`src/rtl/reg_operand_fetch_pkg.sv`:
```
// Register-file port types plus the operand-fetch stage's own instruction/result types.
package PkgRegisterFile;
    localparam int MSB_POS__REG_FILE_SEL  = 3;
    localparam int MSB_POS__REG_FILE_DATA = 31;

    typedef struct packed {
        logic [MSB_POS__REG_FILE_SEL:0]  read_sel_ra;
        logic [MSB_POS__REG_FILE_SEL:0]  read_sel_rb;
        logic [MSB_POS__REG_FILE_SEL:0]  read_sel_rc;
        logic [MSB_POS__REG_FILE_SEL:0]  write_sel;
        logic [MSB_POS__REG_FILE_DATA:0] write_data;
        logic                            write_en;
    } PortIn_RegFile;

    typedef struct packed {
        logic [MSB_POS__REG_FILE_DATA:0] read_data_ra;
        logic [MSB_POS__REG_FILE_DATA:0] read_data_rb;
        logic [MSB_POS__REG_FILE_DATA:0] read_data_rc;
    } PortOut_RegFile;
endpackage

package PkgOperandFetch;
    import PkgRegisterFile::*;

    localparam int NUM_SRC = 3;
    localparam logic [MSB_POS__REG_FILE_SEL:0] REG_ZERO = '0;

    // Source index 0/1/2 = ra/rb/rc throughout.
    typedef struct packed {
        logic [NUM_SRC-1:0][MSB_POS__REG_FILE_SEL:0] sel;
        logic [NUM_SRC-1:0]                          use_src;
        logic [MSB_POS__REG_FILE_SEL:0]              dest_sel;
        logic                                        dest_en;
    } PortIn_OperandFetch;

    typedef struct packed {
        logic [NUM_SRC-1:0][MSB_POS__REG_FILE_DATA:0] data;
        logic [MSB_POS__REG_FILE_SEL:0]               dest_sel;
        logic                                         dest_en;
    } PortOut_OperandFetch;
endpackage

```
`src/rtl/reg_operand_fetch_scoreboard.sv`:
```
// Per-register busy bits for in-flight destinations, with hazard queries that
// already see this cycle's writeback clear.
module reg_scoreboard #(
    parameter int SEL_WIDTH = 4,
    parameter int NUM_Q     = 4
) (
    input  logic                              clk,
    input  logic                              rst_n,
    input  logic                              set_en,
    input  logic [SEL_WIDTH-1:0]              set_sel,
    input  logic                              clr_en,
    input  logic [SEL_WIDTH-1:0]              clr_sel,
    input  logic                              flush_clr_en,
    input  logic [SEL_WIDTH-1:0]              flush_clr_sel,
    input  logic [NUM_Q-1:0][SEL_WIDTH-1:0]   query_sel,
    output logic [NUM_Q-1:0]                  query_busy,
    output logic [2**SEL_WIDTH-1:0]           busy_vec
);
    localparam int NUM_REGS = 2**SEL_WIDTH;

    logic [NUM_REGS-1:0] busy, busy_nxt;

    always_comb begin
        busy_nxt = busy;
        if (clr_en)       busy_nxt[clr_sel]       = 1'b0;
        if (flush_clr_en) busy_nxt[flush_clr_sel] = 1'b0;
        // Set is applied last so a re-issued destination stays busy.
        if (set_en && set_sel != '0) busy_nxt[set_sel] = 1'b1;
        busy_nxt[0] = 1'b0;
    end

    always_ff @(posedge clk) begin
        if (!rst_n) busy <= '0;
        else        busy <= busy_nxt;
    end

    for (genvar q = 0; q < NUM_Q; q++) begin : g_query
        assign query_busy[q] = busy[query_sel[q]] && !(clr_en && clr_sel == query_sel[q]);
    end

    assign busy_vec = busy;
endmodule

```
`src/rtl/reg_operand_fetch.sv`:
```
// Operand fetch with writeback bypass, busy-scoreboard stall and a single
// valid/ready output register.
module reg_operand_fetch
    import PkgRegisterFile::*;
    import PkgOperandFetch::*;
#(
    parameter int SEL_WIDTH  = 4,
    parameter int DATA_WIDTH = 32
) (
    input  logic                       clk,
    input  logic                       rst_n,
    input  logic                       in_valid,
    output logic                       in_ready,
    input  logic [SEL_WIDTH-1:0]       in_sel_ra,
    input  logic [SEL_WIDTH-1:0]       in_sel_rb,
    input  logic [SEL_WIDTH-1:0]       in_sel_rc,
    input  logic                       in_use_ra,
    input  logic                       in_use_rb,
    input  logic                       in_use_rc,
    input  logic [SEL_WIDTH-1:0]       in_dest_sel,
    input  logic                       in_dest_en,
    output logic                       out_valid,
    input  logic                       out_ready,
    output logic [DATA_WIDTH-1:0]      out_data_ra,
    output logic [DATA_WIDTH-1:0]      out_data_rb,
    output logic [DATA_WIDTH-1:0]      out_data_rc,
    output logic [SEL_WIDTH-1:0]       out_dest_sel,
    output logic                       out_dest_en,
    input  logic                       wb_valid,
    input  logic [SEL_WIDTH-1:0]       wb_sel,
    input  logic [DATA_WIDTH-1:0]      wb_data,
    input  logic                       flush,
    output PortIn_RegFile              rf_in,
    input  PortOut_RegFile             rf_out,
    output logic [2**SEL_WIDTH-1:0]    busy_vec
);
    PortIn_OperandFetch                  instr;
    PortOut_OperandFetch                 ofs_q;
    logic [NUM_SRC-1:0][DATA_WIDTH-1:0]  rf_data, opnd;
    logic [NUM_SRC:0][SEL_WIDTH-1:0]     q_sel;
    logic [NUM_SRC:0]                    q_busy;
    logic                                hazard, capture, flush_clr;

    assign instr.sel      = {in_sel_rc, in_sel_rb, in_sel_ra};
    assign instr.use_src  = {in_use_rc, in_use_rb, in_use_ra};
    assign instr.dest_sel = in_dest_sel;
    assign instr.dest_en  = in_dest_en;

    always_comb begin
        rf_in.read_sel_ra = in_sel_ra;
        rf_in.read_sel_rb = in_sel_rb;
        rf_in.read_sel_rc = in_sel_rc;
        rf_in.write_sel   = wb_sel;
        rf_in.write_data  = wb_data;
        rf_in.write_en    = rst_n && wb_valid && (wb_sel != REG_ZERO);
    end

    assign rf_data = {rf_out.read_data_rc, rf_out.read_data_rb, rf_out.read_data_ra};

    for (genvar i = 0; i < NUM_SRC; i++) begin : g_src
        assign opnd[i] = (instr.sel[i] == REG_ZERO)                ? '0      :
                         (wb_valid && wb_sel == instr.sel[i])      ? wb_data :
                                                                     rf_data[i];
    end

    // Queries 0..NUM_SRC-1 are sources, the last one is the destination (WAW).
    assign q_sel     = {instr.dest_sel, instr.sel};
    assign hazard    = |(instr.use_src & q_busy[NUM_SRC-1:0]) || (instr.dest_en && q_busy[NUM_SRC]);
    assign in_ready  = rst_n && !hazard && (!out_valid || out_ready) && !flush;
    assign capture   = in_valid && in_ready;
    assign flush_clr = flush && out_valid && ofs_q.dest_en && (ofs_q.dest_sel != REG_ZERO);

    reg_scoreboard #(
        .SEL_WIDTH (SEL_WIDTH),
        .NUM_Q     (NUM_SRC + 1)
    ) u_scoreboard (
        .clk           (clk),
        .rst_n         (rst_n),
        .set_en        (capture && in_dest_en),
        .set_sel       (in_dest_sel),
        .clr_en        (wb_valid),
        .clr_sel       (wb_sel),
        .flush_clr_en  (flush_clr),
        .flush_clr_sel (ofs_q.dest_sel),
        .query_sel     (q_sel),
        .query_busy    (q_busy),
        .busy_vec      (busy_vec)
    );

    always_ff @(posedge clk) begin
        if (!rst_n) begin
            out_valid <= 1'b0;
            ofs_q     <= '0;
        end else if (flush) begin
            out_valid <= 1'b0;
        end else if (capture) begin
            out_valid      <= 1'b1;
            ofs_q.data     <= opnd;
            ofs_q.dest_sel <= instr.dest_sel;
            ofs_q.dest_en  <= instr.dest_en;
        end else if (out_ready) begin
            out_valid <= 1'b0;
        end
    end

    assign out_data_ra  = ofs_q.data[0];
    assign out_data_rb  = ofs_q.data[1];
    assign out_data_rc  = ofs_q.data[2];
    assign out_dest_sel = ofs_q.dest_sel;
    assign out_dest_en  = ofs_q.dest_en;
endmodule

```
`config.mk`:
```
export PLATFORM = sky130hd
export DESIGN_NAME = reg_operand_fetch
export DESIGN_NICKNAME = d
export VERILOG_FILES = /design/src/rtl/reg_operand_fetch_pkg.sv /design/src/rtl/reg_operand_fetch_scoreboard.sv /design/src/rtl/reg_operand_fetch.sv
export SDC_FILE = /design/constraint.sdc
export NUM_CORES = 1
export LEC_CHECK = 0
export CAP_MARGIN = 0
export CORE_MARGIN = 4
export CORE_UTILIZATION = 46
export DETAILED_ROUTE_END_ITERATION = 6
export GPL_TIMING_DRIVEN = 0
export PLACE_DENSITY = 0.88
export SLEW_MARGIN = 20
export SYNTH_ARGS = -nofsm -noshare
export SYNTH_HDL_FRONTEND = slang
export SYNTH_SLANG_ARGS = --single-unit
```
`constraint.sdc`:
```
create_clock -name clk -period 8.3 [get_ports clk]
set_input_delay 2.075 -clock clk [delete_from_list [all_inputs] [get_ports clk]]
set_output_delay 2.075 -clock clk [all_outputs]
set_load 0.01 [all_outputs]
```
Word-level counts from Yosys, hierarchy flattened
Cells that the tools add are included.
{ "op_classes": {"order_cmp": 9, "eq_ne": 4, "mux": 25, "bitwise": 8, "reduce_logical": 42} }
{ "op_table": {"columns": ["cell", "n"], "rows": [
  ["$mux 32", 6],
  ["$mux 16", 3],
  ["$and 16x16->16", 2],
  ["$not 16->16", 2],
  ["$lt 4x5->1 const B", 6],
  ["$logic_and 1x1->1", 23],
  ["$bmux 1 s4", 4],
  ["$eq 4x4->1", 4],
  ["$or 16x16->16", 1],
  ["$demux 1 s4", 3],
  ["$ge 4x1->1 const B", 3],
  ["$logic_not 4->1", 3],
  ["$reduce_bool 4->1", 3],
  ["$mux 1", 9],
  ["$logic_not 1->1", 7],
  ["$and 3x3->3", 1],
  ["$reduce_or 3->1", 1],
  ["$logic_or 1x1->1", 2],
  ["$not 1->1", 2],
  ["$reduce_and 2->1", 1],
  ["$reduce_bool 2->1", 1],
  ["$reduce_or 2->1", 1]
]} }
{ "word_totals": {"ff_bits": 118, "in_bits": 158, "output_inout_bits": 168, "wordCells": 96} }

Logic depth before layout (Yosys ltp)
Gate-level depths: netlist (run 1).
{ "logic_depth": {"word_depth": 15, "ltp_mapped": 10, "depth_no_buf": 7} }

Hierarchy
From an unflattened synthesis (run 1), not the netlist that was laid out.
{ "unflattened": {"hier_cells": 835, "hier_area_um2": 7193.1} }
{ "modules_own_cells": {"columns": ["module", "n_inst", "cells_each", "area_per_inst_um2", "seq_area_each_um2"], "rows": [
  ["reg_operand_fetch", 1, 659, 5481.5, 2042.0],
  ["reg_scoreboard", 1, 176, 1711.6, 300.3]
]} }

Worst setup path before layout (run 1)
No wires, ideal clock.
{ "synth_path": {"path_kind": "input port to output port", "from": "in in_dest_sel[1]", "to": "out in_ready", "arrival_time_ns": 3.766, "required_time_ns": 6.225, "slack_ns": 2.459, "path_stages": 7, "path_buffers": 2, "path_cell_list": "buf_2 mux4_2 mux2_2 o221ai_1 o32ai_1 a211oi_2 clkbuf_1"} }
{ "synth_via": {"elab_chain_len": 10, "word_cells_on_any_way": 12, "cone_classes": "1 x eq/ne; 2 x mux; 9 x reduce/logical"} }
{ "synth_rtl": {"columns": ["item", "line_no", "source"], "rows": [
  ["from (decl)", "reg_operand_fetch.sv:20", "input logic [SEL_WIDTH-1:0] in_dest_sel,"],
  ["parallel branches: the longest is 3 deep, another holds $bmux 1 s4", null, null],
  ["$logic_and 1x1->1 (*)", "reg_operand_fetch_scoreboard.sv:38", "assign query_busy[q] = busy[query_sel[q]] && !(clr_en && clr_sel == query_sel[q]);"],
  ["$logic_and 1x1->1 (*)", "reg_operand_fetch.sv:68", "assign hazard = |(instr.use_src & q_busy[NUM_SRC-1:0]) || (instr.dest_en && q_busy[NUM_SRC]);"],
  ["$logic_or 1x1->1 (*)", "reg_operand_fetch.sv:68", null],
  ["$logic_not 1->1 (*)", "reg_operand_fetch.sv:69", "assign in_ready = rst_n && !hazard && (!out_valid || out_ready) && !flush;"],
  ["$logic_and 1x1->1 (*) (3 in series)", "reg_operand_fetch.sv:69", null],
  ["to (decl)", "reg_operand_fetch.sv:13", "output logic in_ready,"]
]} }
Mark *: on every way between the ends. The select of a mux whose other input is x is not followed.

Worst setup path in the final report (run 1)
{ "layout_path": {"from": "in wb_sel[2]", "to": "out in_ready"} }
{ "layout_via": {"elab_chain_len": 11, "word_cells_on_any_way": 24, "cone_classes": "4 x eq/ne; 1 x bitwise; 19 x reduce/logical"} }
{ "layout_rtl": {"columns": ["item", "line_no", "source"], "rows": [
  ["from (decl)", "reg_operand_fetch.sv:30", "input logic [SEL_WIDTH-1:0] wb_sel,"],
  ["$eq 4x4->1", "reg_operand_fetch_scoreboard.sv:38", null],
  ["$logic_and 1x1->1", "reg_operand_fetch_scoreboard.sv:38", null],
  ["$logic_not 1->1", "reg_operand_fetch_scoreboard.sv:38", null],
  ["$logic_and 1x1->1", "reg_operand_fetch_scoreboard.sv:38", null],
  ["$and 3x3->3", "reg_operand_fetch.sv:68", null],
  ["$reduce_or 3->1", "reg_operand_fetch.sv:68", null],
  ["$logic_or 1x1->1 (*)", "reg_operand_fetch.sv:68", null],
  ["$logic_not 1->1 (*)", "reg_operand_fetch.sv:69", null],
  ["$logic_and 1x1->1 (*) (3 in series)", "reg_operand_fetch.sv:69", null]
]} }
Every way passes the cells marked *; elsewhere a longest branch is shown, timed or not.

==> flow_summary_export.csv, run 1 <==
group,metric,value,unit
placed_design,place_area,10550,um2
routing,drt_iter0_markers,677,
grt,antenna_found_initial,0,
sta,fmax,130.7,MHz
routing,dr_total_vias,7674,
floorplanning,io_pins,326,
critical_path,cp-start-kind,"input pin",
critical_path,worst-r2r-cell-count,8,
power_and_ir_drop,p_leak,4.633,nW
routing,drc_errors,0,
grt,grt.total_usage,0.3203,
grt,gr-max-usage-layer,"met2",
hold_path,whs_path_depth,2,
critical_path,endpoint_kind,"output port",
logic_synthesis,synth.ff_latch_count,117,
grt,overflow,0,
logic_synthesis,yosysSeqAreaShare,0.3273,
clock_network,clock_sinks,117,
floorplanning,initial_core_util,0.4707,
power_and_ir_drop,irDropWorstVdd,132.2,uV
logic_synthesis,netlist-cell-type-count,46,
routing,antenna_left,0,
power_and_ir_drop,p_total,1.730,mW
final_layout,nets,1287,
critical_path,required,6.23,ns
grt,met1_usage,0.3789,
critical_path,reg2reg_from,"u_scoreboard.busy_vec[6]",
sta,period_share,0.9219,
flow_run,max_cap_violations,0,
sta,fin_crit,7.652,ns
floorplanning,chipHeight,132.7,um
power_and_ir_drop,power.density,155.1,nW/um2
status,status,"complete, no violations",
final_layout,antenna_cells,0,
routing,wl,29.21,mm
critical_path,cp_max_fo,10,
sta,fin_skew,0.009223,ns
clock_network,cts_setup_buffers,0,
clock_network,root_buffer,"clkbuf_16",
final_layout,area_growth,55.83,%
clock_network,cts.htree.levels,4,
logic_synthesis,synth_cells,797,
floorplanning,coreArea,15200,um2
routing,avgRoutedWirePerCell,21.98,um
grt,grt_pass1_wl,44.03,mm
grt,grt_pass1_vias,7745,
sta,worstMarginPinSlew,1.163,ns
placed_design,portBuffers,313,
critical_path,worst-setup-path-type,"input pin to output port",
clock_network,cts_buffers,17,
sta,slew_headroom,0.2185,
logic_synthesis,synth_nets,955,
final_layout,finalInstanceArea,11150,um2
clock_network,cts_resized,0,
sta,setup_ws,0.6482,ns
routing,firstDrtPassIters,6,
sta,rsz0062_at_grt,"no",
grt,grt_max_degree,17,
sta,fin_tns_setup,0,ns
logic_synthesis,post_synth.cell_area_avg,8.978,um2
floorplanning,die-area,17610,um2
sta,setup_viol,0,
floorplanning,fp-row-count,45,
placed_design,hpwl,22.31,mm
sta,hold_viol_final,0,
logic_synthesis,ys_warn_count,0,
critical_path,worstPathArrival,5.58,ns
sta,drv_slew,0,
placed_design,gp_congestion,0.9595,
placed_design,place_ws,0.7910,ns
logic_synthesis,netlist_area,7156,um2
floorplanning,die_x,132.7,um
clock_network,clock_latency,0.41,ns
grt,grt_use_met3,0.1118,
final_layout,layout-drive-gt1-share,0.1867,
critical_path,startpoint,"wb_sel[2]",
clock_network,cts_max_path_buffers,2,
grt,use_met2,0.5360,
sta,whs,0.4590,ns
clock_network,holdBufCountCts,0,
routing,routed_via_density,5.774,
clock_network,tritoncts,"done",
hold_path,holdCritStartpoint,"out_data_rb[18]",
hold_path,min_path_type,"flip-flop to flip-flop",
clock_network,clk_pin_slew,0.05,ns
[metal layers]
| layer | wire [um] | vias to the layer above |
|---|---|---|
| li1 | - | 3491 |
| met5 | 0 | - |
| met3 | 3028 | 71 |
| met2 | 14050 | 420 |
| met4 | 972 | 0 |
| met1 | 11150 | 3692 |
[cell type report]
type	instances	area, um2
Tap cell	188	235.2
Sequential cell	117	2342
Buffer	120	685.7
Clock inverter	10	155.1
Fill cell	1133	4051
Multi-Input combinational cell	551	4115
Timing Repair Buffer	313	3133
Clock buffer	21	450.4
Inverter	9	33.78
[registers in the layout, summed over array words and instances (netlist names)]
signal,count
out_dest_en,1
out_data_ra,32
out_data_rc,32
out_data_rb,32
out_dest_sel,4
out_valid,1
u_scoreboard.busy_vec,15
[synthesized netlist by cell type (all sizes together)]
cell type	instances	share of area
o31ai	1	0.0010
dfxtp	117	0.33
o2111ai	13	0.016
o21ai	2	0.0014
mux2	37	0.058
nand3b	1	0.0010
mux2i	110	0.15
nand4	1	0.00087
nor2b	4	0.0035
a31o	64	0.078
xnor2	7	0.0086
and2	1	0.00087
xor2	9	0.011
o311ai	2	0.0024
nor2	69	0.036
o32ai	1	0.0012
or2	1	0.00087
conb	1	0.00052
mux4	10	0.031
nand2	98	0.052
o41ai	17	0.021
nor4	3	0.0044
a21oi	7	0.0049
nand2b	6	0.0052
o21bai	1	0.0010
o221ai	1	0.0012
a211oi	2	0.0028
clkbuf	43	0.023
a31oi	1	0.00087
and3b	2	0.0024
nand3	9	0.0063
clkinv	1	0.00052
o211ai	1	0.0010
and3	66	0.058
nand4b	1	0.0012
inv	8	0.0042
o41a	1	0.0016
o211a	1	0.0014
buf	77	0.073
[power by group]
group / internal, mW / leakage (nW) / switching, mW / total (mW)
logic: 0.197 / 3.39 / 0.172 / 0.369
clock network: 0.506 / 0.293 / 0.258 / 0.764
registers: 0.583 / 0.949 / 0.0139 / 0.597
total: 1.29 / 4.63 / 0.444 / 1.73
[layout by cell type (no fill, tap or decap), drive strengths merged, types with 2 or more instances in the layout]
cell type / instances
a21oi: 7
clkinv: 5
dfxtp: 117
clkbuf: 64
o41ai: 17
and3b: 2
mux2i: 110
clkdlybuf4s50: 313
nand2b: 6
and3: 66
nand3: 9
a211oi: 2
nor4: 3
inv: 8
xor2: 9
buf: 77
mux4: 10
a31o: 64
o21ai: 2
xnor2: 7
o311ai: 2
bufinv: 4
mux2: 37
clkinvlp: 2
nor2b: 4
nor2: 69
o2111ai: 13
nand2: 98
[through the flow]
stage / instances / util
2_1_floorplan: 797 / -
3_3_place_gp: 1298 / 0.6923
3_5_place_dp: 1298 / 0.6937
4_1_cts: 1329 / 0.7335
5_1_grt: 1329 / 0.7335
6_report: 1329 / 0.7335
[kinds of logic (layout without fill, tap and decap cells)]
| logic type | Yosys count | after routing | synth area share |
|---|---|---|---|
| and+or+nand+nor | 262 | 262 | 0.1724 |
| muxes | 157 | 157 | 0.2436 |
| buffers and inverters | 129 | 473 | 0.1005 |
| DFF | 117 | 117 | 0.3273 |
| AOI/OAI and AO/OA | 115 | 115 | 0.1360 |
| xor gates and xnor gates | 16 | 16 | 0.01958 |
| other | 1 | 1 | 0.0005241 |
[worst max-delay path, cell delays in order]
cell	delay (ns)
clkdlybuf4s50_1	0.53
buf_2	0.29
xor2_1	0.12
nor4_2	1.01
o32ai_1	0.23
a211oi_2	0.32
clkbuf_1	0.38
clkdlybuf4s50_1	0.62
[path summary, 6_finish.rpt]
| path | slack [ns] | end |
|---|---|---|
| setup / recovery | 0.65 | in_ready |
| hold / removal | 0.46 | out_data_rb[18] |
| setup reg to reg | 5.33 | out_data_ra[14] |
| hold reg to reg | 0.46 | out_data_rb[18] |
Power figures use the tool's default switching activity.
==> run 2, diff against run 1 <==
--- a/config.mk
+++ b/config.mk
@@ -5,6 +5,7 @@
 export SDC_FILE = /design/constraint.sdc
 export NUM_CORES = 1
 export LEC_CHECK = 0
+export ABC_AREA = 0
 export CAP_MARGIN = 0
 export CORE_MARGIN = 4
 export CORE_UTILIZATION = 46
==> results of run 2 <==
The final DEF is identical to that of run 1; final timing and power are the same.
